[config.mk]
export PLATFORM = sky130hd
export DESIGN_NAME = program_loader_flat
export DESIGN_NICKNAME = d
export VERILOG_FILES = /design/src/rtl/program_loader_if.sv /design/src/rtl/program_loader.sv /design/src/flat_wrapper.sv
export SDC_FILE = /design/constraint.sdc
export NUM_CORES = 1
export LEC_CHECK = 0
export ABC_AREA = 1
export BUFFER_PORTS_ARGS = -buffer_cell sky130_fd_sc_hd__buf_2
export CAP_MARGIN = 20
export CORE_MARGIN = 2
export CORE_UTILIZATION = 30
export CTS_CLUSTER_DIAMETER = 150
export DETAILED_ROUTE_END_ITERATION = 10
export PLACE_DENSITY = 0.51
export SKIP_LAST_GASP = 1
export SYNTH_ARGS = -nofsm -noshare
export SYNTH_HDL_FRONTEND = slang
export SYNTH_SLANG_ARGS = --single-unit
[constraint.sdc]
create_clock -name i_clk -period 3.9 [get_ports i_clk]
set_input_delay 0.39 -clock i_clk [delete_from_list [all_inputs] [get_ports i_clk]]
set_output_delay 0.39 -clock i_clk [all_outputs]
set_load 0.1 [all_outputs]
[src/rtl/program_loader_if.sv]
// Byte-stream, instruction-memory write and CPU-control signals of the program loader.
// The loader is the slave; the stream source, memory and CPU side together form the master.
interface program_loader_if #(
  parameter int ADDR_W = 8
);
  logic              start;
  logic [7:0]        in_byte;
  logic              in_valid;
  logic              in_ready;
  logic              mem_we;
  logic [ADDR_W-1:0] mem_addr;
  logic [23:0]       mem_wdata;
  logic              cpu_hold;
  logic              done;
  logic              err;
  logic [ADDR_W:0]   instr_count;

  modport slave (
    input  start, in_byte, in_valid,
    output in_ready, mem_we, mem_addr, mem_wdata, cpu_hold, done, err, instr_count
  );

  modport master (
    output start, in_byte, in_valid,
    input  in_ready, mem_we, mem_addr, mem_wdata, cpu_hold, done, err, instr_count
  );
endinterface

[src/rtl/program_loader.sv]
// Loads a header-prefixed stream of 3-byte instructions into instruction memory,
// holding the CPU in reset until the whole program has been written.
module program_loader #(
  parameter int ADDR_W = 8
) (
  input  logic             i_clk,
  input  logic             i_rst_n,
  program_loader_if.slave  io_bus
);

  typedef enum logic [2:0] {
    S_IDLE,
    S_HDR,
    S_B2,
    S_B1,
    S_B0,
    S_WR,
    S_DONE
  } state_t;

  // Largest legal header value is the memory depth; 9 bits covers depth 256.
  localparam logic [8:0] DEPTH9 = 9'(1 << ADDR_W);

  state_t            r_state, w_state_next;
  logic [ADDR_W:0]   r_n, w_n_next;
  logic [ADDR_W:0]   r_cnt, w_cnt_next;
  logic [ADDR_W-1:0] r_addr, w_addr_next;
  logic [15:0]       r_hi, w_hi_next;
  logic [23:0]       r_wdata, w_wdata_next;
  logic              r_err, w_err_next;

  logic              w_ready;
  logic              w_xfer;
  logic              w_hdr_bad;
  logic [ADDR_W:0]   w_cnt_inc;

  assign w_ready   = (r_state == S_HDR) || (r_state == S_B2) ||
                     (r_state == S_B1)  || (r_state == S_B0);
  assign w_xfer    = io_bus.in_valid & w_ready;
  assign w_hdr_bad = (io_bus.in_byte == 8'd0) || ({1'b0, io_bus.in_byte} > DEPTH9);
  assign w_cnt_inc = r_cnt + 1'b1;

  always_ff @(posedge i_clk or negedge i_rst_n) begin
    if (!i_rst_n) begin
      r_state <= S_IDLE;
      r_n     <= '0;
      r_cnt   <= '0;
      r_addr  <= '0;
      r_hi    <= '0;
      r_wdata <= '0;
      r_err   <= 1'b0;
    end else begin
      r_state <= w_state_next;
      r_n     <= w_n_next;
      r_cnt   <= w_cnt_next;
      r_addr  <= w_addr_next;
      r_hi    <= w_hi_next;
      r_wdata <= w_wdata_next;
      r_err   <= w_err_next;
    end
  end

  always_comb begin
    w_state_next = r_state;
    w_n_next     = r_n;
    w_cnt_next   = r_cnt;
    w_addr_next  = r_addr;
    w_hi_next    = r_hi;
    w_wdata_next = r_wdata;
    w_err_next   = 1'b0;

    case (r_state)
      S_IDLE, S_DONE: begin
        if (io_bus.start) begin
          w_state_next = S_HDR;
          w_cnt_next   = '0;
          w_addr_next  = '0;
        end
      end

      S_HDR: begin
        if (w_xfer) begin
          w_n_next = (ADDR_W+1)'(io_bus.in_byte);
          if (w_hdr_bad) begin
            w_err_next   = 1'b1;
            w_state_next = S_IDLE;
          end else begin
            w_state_next = S_B2;
          end
        end
      end

      S_B2: begin
        if (w_xfer) begin
          w_hi_next    = {io_bus.in_byte, r_hi[7:0]};
          w_state_next = S_B1;
        end
      end

      S_B1: begin
        if (w_xfer) begin
          w_hi_next    = {r_hi[15:8], io_bus.in_byte};
          w_state_next = S_B0;
        end
      end

      // The write word is assembled off to the side so mem_wdata only moves on entering WR.
      S_B0: begin
        if (w_xfer) begin
          w_wdata_next = {r_hi, io_bus.in_byte};
          w_state_next = S_WR;
        end
      end

      S_WR: begin
        w_cnt_next = w_cnt_inc;
        if (w_cnt_inc == r_n) begin
          w_state_next = S_DONE;
        end else begin
          w_addr_next  = r_addr + 1'b1;
          w_state_next = S_B2;
        end
      end

      default: begin
        w_state_next = S_IDLE;
      end
    endcase
  end

  assign io_bus.in_ready    = w_ready;
  assign io_bus.mem_we      = (r_state == S_WR);
  assign io_bus.mem_addr    = r_addr;
  assign io_bus.mem_wdata   = r_wdata;
  assign io_bus.done        = (r_state == S_DONE);
  assign io_bus.cpu_hold    = (r_state != S_DONE);
  assign io_bus.err         = r_err;
  assign io_bus.instr_count = r_cnt;

endmodule

[src/flat_wrapper.sv]
// flat-port wrapper written by rule: the top's interface ports become plain ports
module program_loader_flat 
#(
  parameter int ADDR_W = 8
)
  (i_clk, i_rst_n, io_bus_start, io_bus_in_byte, io_bus_in_valid, io_bus_in_ready, io_bus_mem_we, io_bus_mem_addr, io_bus_mem_wdata, io_bus_cpu_hold, io_bus_done, io_bus_err, io_bus_instr_count);
  program_loader_if #(.ADDR_W(ADDR_W)) io_bus_i ();
  input  logic i_clk;
  input  logic i_rst_n;
  input wire logic [$bits(io_bus_i.start)-1:0] io_bus_start;
  input wire logic [$bits(io_bus_i.in_byte)-1:0] io_bus_in_byte;
  input wire logic [$bits(io_bus_i.in_valid)-1:0] io_bus_in_valid;
  output wire logic [$bits(io_bus_i.in_ready)-1:0] io_bus_in_ready;
  output wire logic [$bits(io_bus_i.mem_we)-1:0] io_bus_mem_we;
  output wire logic [$bits(io_bus_i.mem_addr)-1:0] io_bus_mem_addr;
  output wire logic [$bits(io_bus_i.mem_wdata)-1:0] io_bus_mem_wdata;
  output wire logic [$bits(io_bus_i.cpu_hold)-1:0] io_bus_cpu_hold;
  output wire logic [$bits(io_bus_i.done)-1:0] io_bus_done;
  output wire logic [$bits(io_bus_i.err)-1:0] io_bus_err;
  output wire logic [$bits(io_bus_i.instr_count)-1:0] io_bus_instr_count;
  assign io_bus_i.start = io_bus_start;
  assign io_bus_i.in_byte = io_bus_in_byte;
  assign io_bus_i.in_valid = io_bus_in_valid;
  assign io_bus_in_ready = io_bus_i.in_ready;
  assign io_bus_mem_we = io_bus_i.mem_we;
  assign io_bus_mem_addr = io_bus_i.mem_addr;
  assign io_bus_mem_wdata = io_bus_i.mem_wdata;
  assign io_bus_cpu_hold = io_bus_i.cpu_hold;
  assign io_bus_done = io_bus_i.done;
  assign io_bus_err = io_bus_i.err;
  assign io_bus_instr_count = io_bus_i.instr_count;
  program_loader #(.ADDR_W(ADDR_W)) u_core (.i_clk(i_clk), .i_rst_n(i_rst_n), .io_bus(io_bus_i));
endmodule
==> results of run 1 <==
## power groups by stage
| stage | Sequential [mW] | Clock, mW | Combinational (mW) |
|---|---|---|---|
| 6_report | 1.13 | 0.740 | 1.76 |
| 5_1_grt | 1.17 | 0.794 | 1.88 |
| 4_1_cts | 1.13 | 0.757 | 1.77 |
| 3_5_place_dp | 1.14 | 0 | 1.77 |
| 3_3_place_gp | 1.14 | 0 | 1.75 |
| 2_1_floorplan | 1.99 | 0 | 0.626 |
## metrics by stage
stage	hold slack (ps)	cell area, µm²	cells	utilization
2_1_floorplan	94.4	3160	351	-
3_3_place_gp	465	3570	536	0.348
4_1_cts	169	3830	552	0.372
5_1_grt	197	3840	553	0.374
6_report	142	3840	553	0.374
3_5_place_dp	471	3570	536	0.348
## layout make-up
| cell class | count | area (µm²) | area share |
|---|---|---|---|
| sequential | 69 | 1730 | 0.449 |
| multi-input combinational | 237 | 1250 | 0.325 |
| timing repair buffer | 59 | 308 | 0.0801 |
| tap | 136 | 170 | 0.0443 |
| clock buffer | 10 | 138 | 0.0358 |
| inverter | 36 | 135 | 0.0352 |
| clock inverter | 6 | 116 | 0.0303 |
## per-layer routing
| metal | up-vias | routed length, µm | share of wire |
|---|---|---|---|
| met3 | 2 | 385 | 0.052 |
| li1 | 1246 | - | - |
| met2 | 53 | 3450 | 0.47 |
| met1 | 1170 | 3490 | 0.47 |
| met4 | 0 | 26 | 0.0035 |
| met5 | - | 0 | 0 |
## worst max-delay path, cell delays in order (launching register included)
cell	delay, ps
dfrtp_1	440
nor2_1	220
nand2_1	80
inv_1	90
or2_2	120
buf_2	410
## registers in the layout (all words and copies together) (netlist names)
signal	cells
u_core.r_n	8
u_core.io_bus.mem_wdata	24
u_core.r_hi	16
u_core.io_bus.err	1
u_core.io_bus.mem_addr	8
u_core.r_state	3
u_core.io_bus.instr_count	9
## cells in the mapped netlist (all sizes together)
cell type,n
nand3,24
ha,2
xnor2,4
o21ai,39
dfrtp,69
or2,1
nand3b,2
xor2,3
buf,4
nor3b,1
inv,36
nor4,2
clkbuf,5
o22ai,6
mux2,16
a21oi,4
and3,1
nand2,109
nor2,23
## worst paths after layout
kind | from | to | slack, ps
setup / recovery | u_core.r_state[0] | io_bus_in_ready | 1790
hold / removal | i_rst_n | u_core.io_bus.mem_addr[2] | 140
setup reg to reg | u_core.r_state[0] | u_core.io_bus.mem_wdata[20] | 1980
hold reg to reg | u_core.r_hi[13] | u_core.r_hi[13] | 490
max in group asynchronous | i_rst_n | u_core.r_n[1] | 2810
min in group i_clk | io_bus_in_byte[7] | u_core.io_bus.err | 330
## logic make-up (layout without fill, tap and decap cells)
| kind of cell | count (synthesis) | count (layout) | share of synthesized area |
|---|---|---|---|
| muxes | 16 | 16 | 0.0570 |
| and+or+nand+nor | 163 | 163 | 0.231 |
| xor gates and xnor gates | 7 | 7 | 0.0194 |
| adders and majority gates | 2 | 2 | 0.00791 |
| DFF | 69 | 69 | 0.546 |
| AOI/OAI and AO/OA | 49 | 49 | 0.0799 |
| buffers and inverters | 45 | 111 | 0.0590 |
==> impl_metrics.yaml, run 1 <==
clocking:
  cts_tree: "built"
  cts_root_buf: "clkbuf_8"
  cts_hold_buffers: 0
  worstSkewPairLatency_ps: 350
  clk_path_buf_depth: 2
  cts_resized: 0
  numCtsBuffers: 9
  cts_sinks: 69
  cts_setup_buffers: 0
  htree_num_levels: 3
  clk_pin_slew_worst_paths_ps: 90
power_and_ir_drop:
  comb_power_share: 0.484
  swShare: 0.518
  p_switching_mw: 1.88
  pwr_density_cell_nw_per_um2: 944
  p_leak_nw: 1.98
  power_frac_clock: 0.204
  p_seq_frac: 0.312
  fin_total_pwr_mw: 3.63
  p_int_mw: 1.75
  max-vdd-ir-drop_v: 0.000507
timing:
  fin_crit_sh: 0.541
  finClkSkew_ps: 17.4
  fmax_ghz: 0.474
  finalSetupTns_ps: 0
  rsz0062_at_grt: "false"
  finalSetupViolations: 0
  slew_violations: 0
  max_slew_margin: 0.448
  hold_viol: 0
  tightest_slew_ps: 829
  setup_slack_ps: 1790
  post-route-min-period_ps: 2110
global_routing:
  overflow: 0
  gr-usage-met2: 0.238
  antenna_found_initial: 0
  grt_use_met3: 0.0444
  grt_pass1_vias: 2585
  grt_usage: 0.143
  grt_max_degree: 37
  grt_pass1_wl_um: 12800
  busiest_layer: "met2"
  grtUsageMet1: 0.184
layout:
  syn2layout_area_growth_pct: 21.5
  nets: 426
  drive_gt1_frac: 0.252
  most-common-layout-cells: "nand2_1, dfrtp_1, buf_2"
  final_common_cell: "nand2_1"
  antenna_cells: 0
  fill_cells: 1086
floorplan:
  fp.coreArea_um2: 10300
  chipHeight_um: 107
  die_area_um2: 11400
  row_count: 37
  start_util: 0.308
  io_pins: 58
  die_w_um: 107
routing:
  drt_iter0_markers: 159
  avgViaCountPerCell: 4.47
  drt_wl_total_um: 7350
  ant_nets: 0
  wire_per_inst_um: 13.3
  num_vias: 2471
  drc: 0
  drt-pass1-iter-count: 4
yosys:
  netlist_area_um2: 3160
  yosys_warnings: 0
  synth_top_area_frac: 0.546
  ys_top_cells_by_area: "dfrtp_1, nand2_1, o21ai_0, mux2_2, inv_1"
  synth_cell_types: 29
  syn_nets: 365
  synth.avg_cell_area_um2: 9.01
  ys_seq_elements: 69
  ys_seq_area_frac: 0.546
  netlist_instances: 351
  yosys.area.top_type: "dfrtp_1"
worst_hold_path:
  hold_class: "in -> async"
placed_design:
  dp_hpwl_um: 5280
  place_congestion: 0.839
  portBuffers: 57
  place_ws_ps: 1710
run_status:
  outcome: "finished clean"
run:
  drv_cap: 0
worst_setup_path:
  cp_max_fo: 5
  cp.required_ps: 3510
  worst-setup-path-type: "reg -> out"
  endpoint_kind: "output pin"
  critPathArrivalTime_ps: 1720
  worstSetupStartpointType: "register"
  reg2reg_depth: 6
Note: power is estimated with default switching activity, not from simulation.
==> inputs of run 2 (changes only) <==
--- a/config.mk
+++ b/config.mk
@@ -12,7 +12,7 @@
 export CORE_UTILIZATION = 30
 export CTS_CLUSTER_DIAMETER = 150
 export DETAILED_ROUTE_END_ITERATION = 10
-export PLACE_DENSITY = 0.51
+export PLACE_DENSITY = 0.53
 export SKIP_LAST_GASP = 1
 export SYNTH_ARGS = -nofsm -noshare
 export SYNTH_HDL_FRONTEND = slang
==> constraint.sdc (replaced) <==
create_clock -name i_clk -period 1.75 [get_ports i_clk]
set_input_delay 0.175 -clock i_clk [delete_from_list [all_inputs] [get_ports i_clk]]
set_output_delay 0.175 -clock i_clk [all_outputs]
set_load 0.1 [all_outputs]
==> impl_metrics.yaml, run 2 (synthesis results as in run 1) <==
layout:
  syn2layout_area_growth_pct: 26.4
  nets: 434
  fill_cells: 1055
  final_common_cell: "nand2_1"
  drive_gt1_frac: 0.318
  largest_reg_flops: 24
  most-common-layout-cells: "nand2_1, dfrtp_1, buf_2"
  post-route-util: 0.389
  antenna_cells: 0
clocking:
  cts_tree: "built"
  worstSkewPairLatency_ps: 340
  cts_root_buf: "clkbuf_8"
  clk_path_buf_depth: 2
  cts_sinks: 69
  htree_num_levels: 3
  clk_pin_slew_worst_paths_ps: 70
  numCtsBuffers: 9
timing:
  fin_crit_sh: 1.02
  finClkSkew_ps: 9.10
  finalSetupTns_ps: -152
  fmax_ghz: 0.563
  finalSetupViolations: 8
  rsz0062_at_grt: "true"
  post-route-min-period_ps: 1780
  max_slew_margin: 0.664
  tightest_slew_ps: 503
  hold_viol: 0
  whs_ps: 116
  setup_slack_ps: -26.4
  slew_violations: 0
power_and_ir_drop:
  fin_total_pwr_mw: 8.08
  max-vdd-ir-drop_v: 0.00121
  p_leak_nw: 2.00
  pwr_density_cell_nw_per_um2: 2020
worst_setup_path:
  r2r-end: "u_core.io_bus.mem_addr[4]"
  max_stage_delay_ps: 510
  crit_slowest_cell: "dfrtp_4"
  crit_chain: "ha_4 > xnor2_2 > nand3_2 > nor2_2 > nand3_2 > nor2_4 > nand3_4 > nand2_4 > nand2_1 > nand2_1"
  worst-setup-path-type: "reg -> reg"
  r2r_start: "u_core.io_bus.instr_count[1]"
  critPathArrivalTime_ps: 2060
  worstSetupStartpointType: "register"
  reg2reg_slack_ps: -30
  cp_num_buf_inv: 0
  endpoint_kind: "register"
  cp.required_ps: 2030
  cp_max_fo: 8
  reg2reg_depth: 10
  cp_top_family: "simple AND/OR/NAND/NOR gates"
run:
  drv_cap: 0
routing:
  num_vias: 2519
  ant_nets: 0
  met2_length_um: 3480
  wire_per_inst_um: 13.2
  top_layer_used: "met4"
  avgViaCountPerCell: 4.49
  drt-pass1-iter-count: 4
  drt_iter0_markers: 99
  drc: 0
  wl_met1_um: 3580
  drt_wl_total_um: 7430
  met3WireLength_um: 305
floorplan:
  fp.coreArea_um2: 10300
  io_pins: 58
  chipHeight_um: 107
  start_util: 0.308
  die_area_um2: 11400
  die_w_um: 107
  row_count: 37
placed_design:
  place_congestion: 0.891
  portBuffers: 57
  dp_hpwl_um: 5350
worst_hold_path:
  hold_start: "io_bus_in_byte[3]"
  hold_class: "in -> reg"
  hold_end: "u_core.io_bus.err"
  whs_path_depth: 4
run_status:
  violations: "setup timing"
  outcome: "complete, but fails checks"
global_routing:
  grt_pass1_vias: 2535
  grt_usage: 0.144
  grt_pass1_wl_um: 12700
  grt_max_degree: 33
  overflow: 0
  antenna_found_initial: 0
## run 2: changes by cell type in the layout (fill, tap and decap cells not counted), sizes merged
cell         change
inv              -1
nand3            +1
buf              +6
clkinv           +2
dlygate4sd3      +1
bufinv           -2
clkinvlp         +1
## run 2: final cells by class
cell class                 count  area (µm²)  share of cell area
inverter                      36         135              0.0338
tap                          136         170              0.0426
sequential                    69        1760               0.440
multi-input combinational    238        1330               0.333
timing repair buffer          66         394              0.0987
clock buffer                  10         138              0.0345
clock inverter                 6        71.3              0.0179
## run 2: worst max path at each step
stage	to	from	depth (start not counted)
global placement	u_core.io_bus.mem_addr[4]	u_core.io_bus.instr_count[0]	12
global route	u_core.io_bus.mem_addr[0]	u_core.io_bus.instr_count[0]	10
finish	u_core.io_bus.mem_addr[4]	u_core.io_bus.instr_count[1]	10
floorplan	io_bus_cpu_hold	u_core.r_state[0]	4
detailed placement	u_core.io_bus.mem_addr[4]	u_core.io_bus.instr_count[1]	10
CTS	io_bus_in_ready	u_core.r_state[0]	4
## run 2: report_power, final
group	total (mW)	leakage, nW	internal, mW	switching [mW]
clock network	1.35	0.104	0.709	0.636
logic	4.17	1.02	0.927	3.25
registers	2.57	0.874	2.17	0.397
total	8.08	2.00	3.80	4.28
## run 2: per-stage QoR
step,instances,setup slack (ps),area (µm²)
5_1_grt,561,-139,4000
3_3_place_gp,541,54.1,3710
4_1_cts,559,-46.2,3950
6_report,561,-26.4,4000
2_1_floorplan,351,-146,3240
3_5_place_dp,541,5.64,3710
## run 2: tightest hold or removal path: stages
cell and delay (ps):
buf_2 90, nor4_1 40, nand2_1 80, nor2_1 40
## run 2: what timing repair did
item | in CTS | in global routing
setup endpoints to repair | 10 | 11
buffers inserted | 0 | 2
hold endpoints to repair | 15 | 0
gates resized for setup | 3 | 9
hold buffers | 1 | 0
gates cloned | 1 | 0
pin swaps | 0 | 6
## run 2: routing by layer
metal	vias up	GRT usage
li1	1274	-
met1	1190	0.196
met2	49	0.223
met5	-	0
met4	0	0.0408
met3	6	0.0407
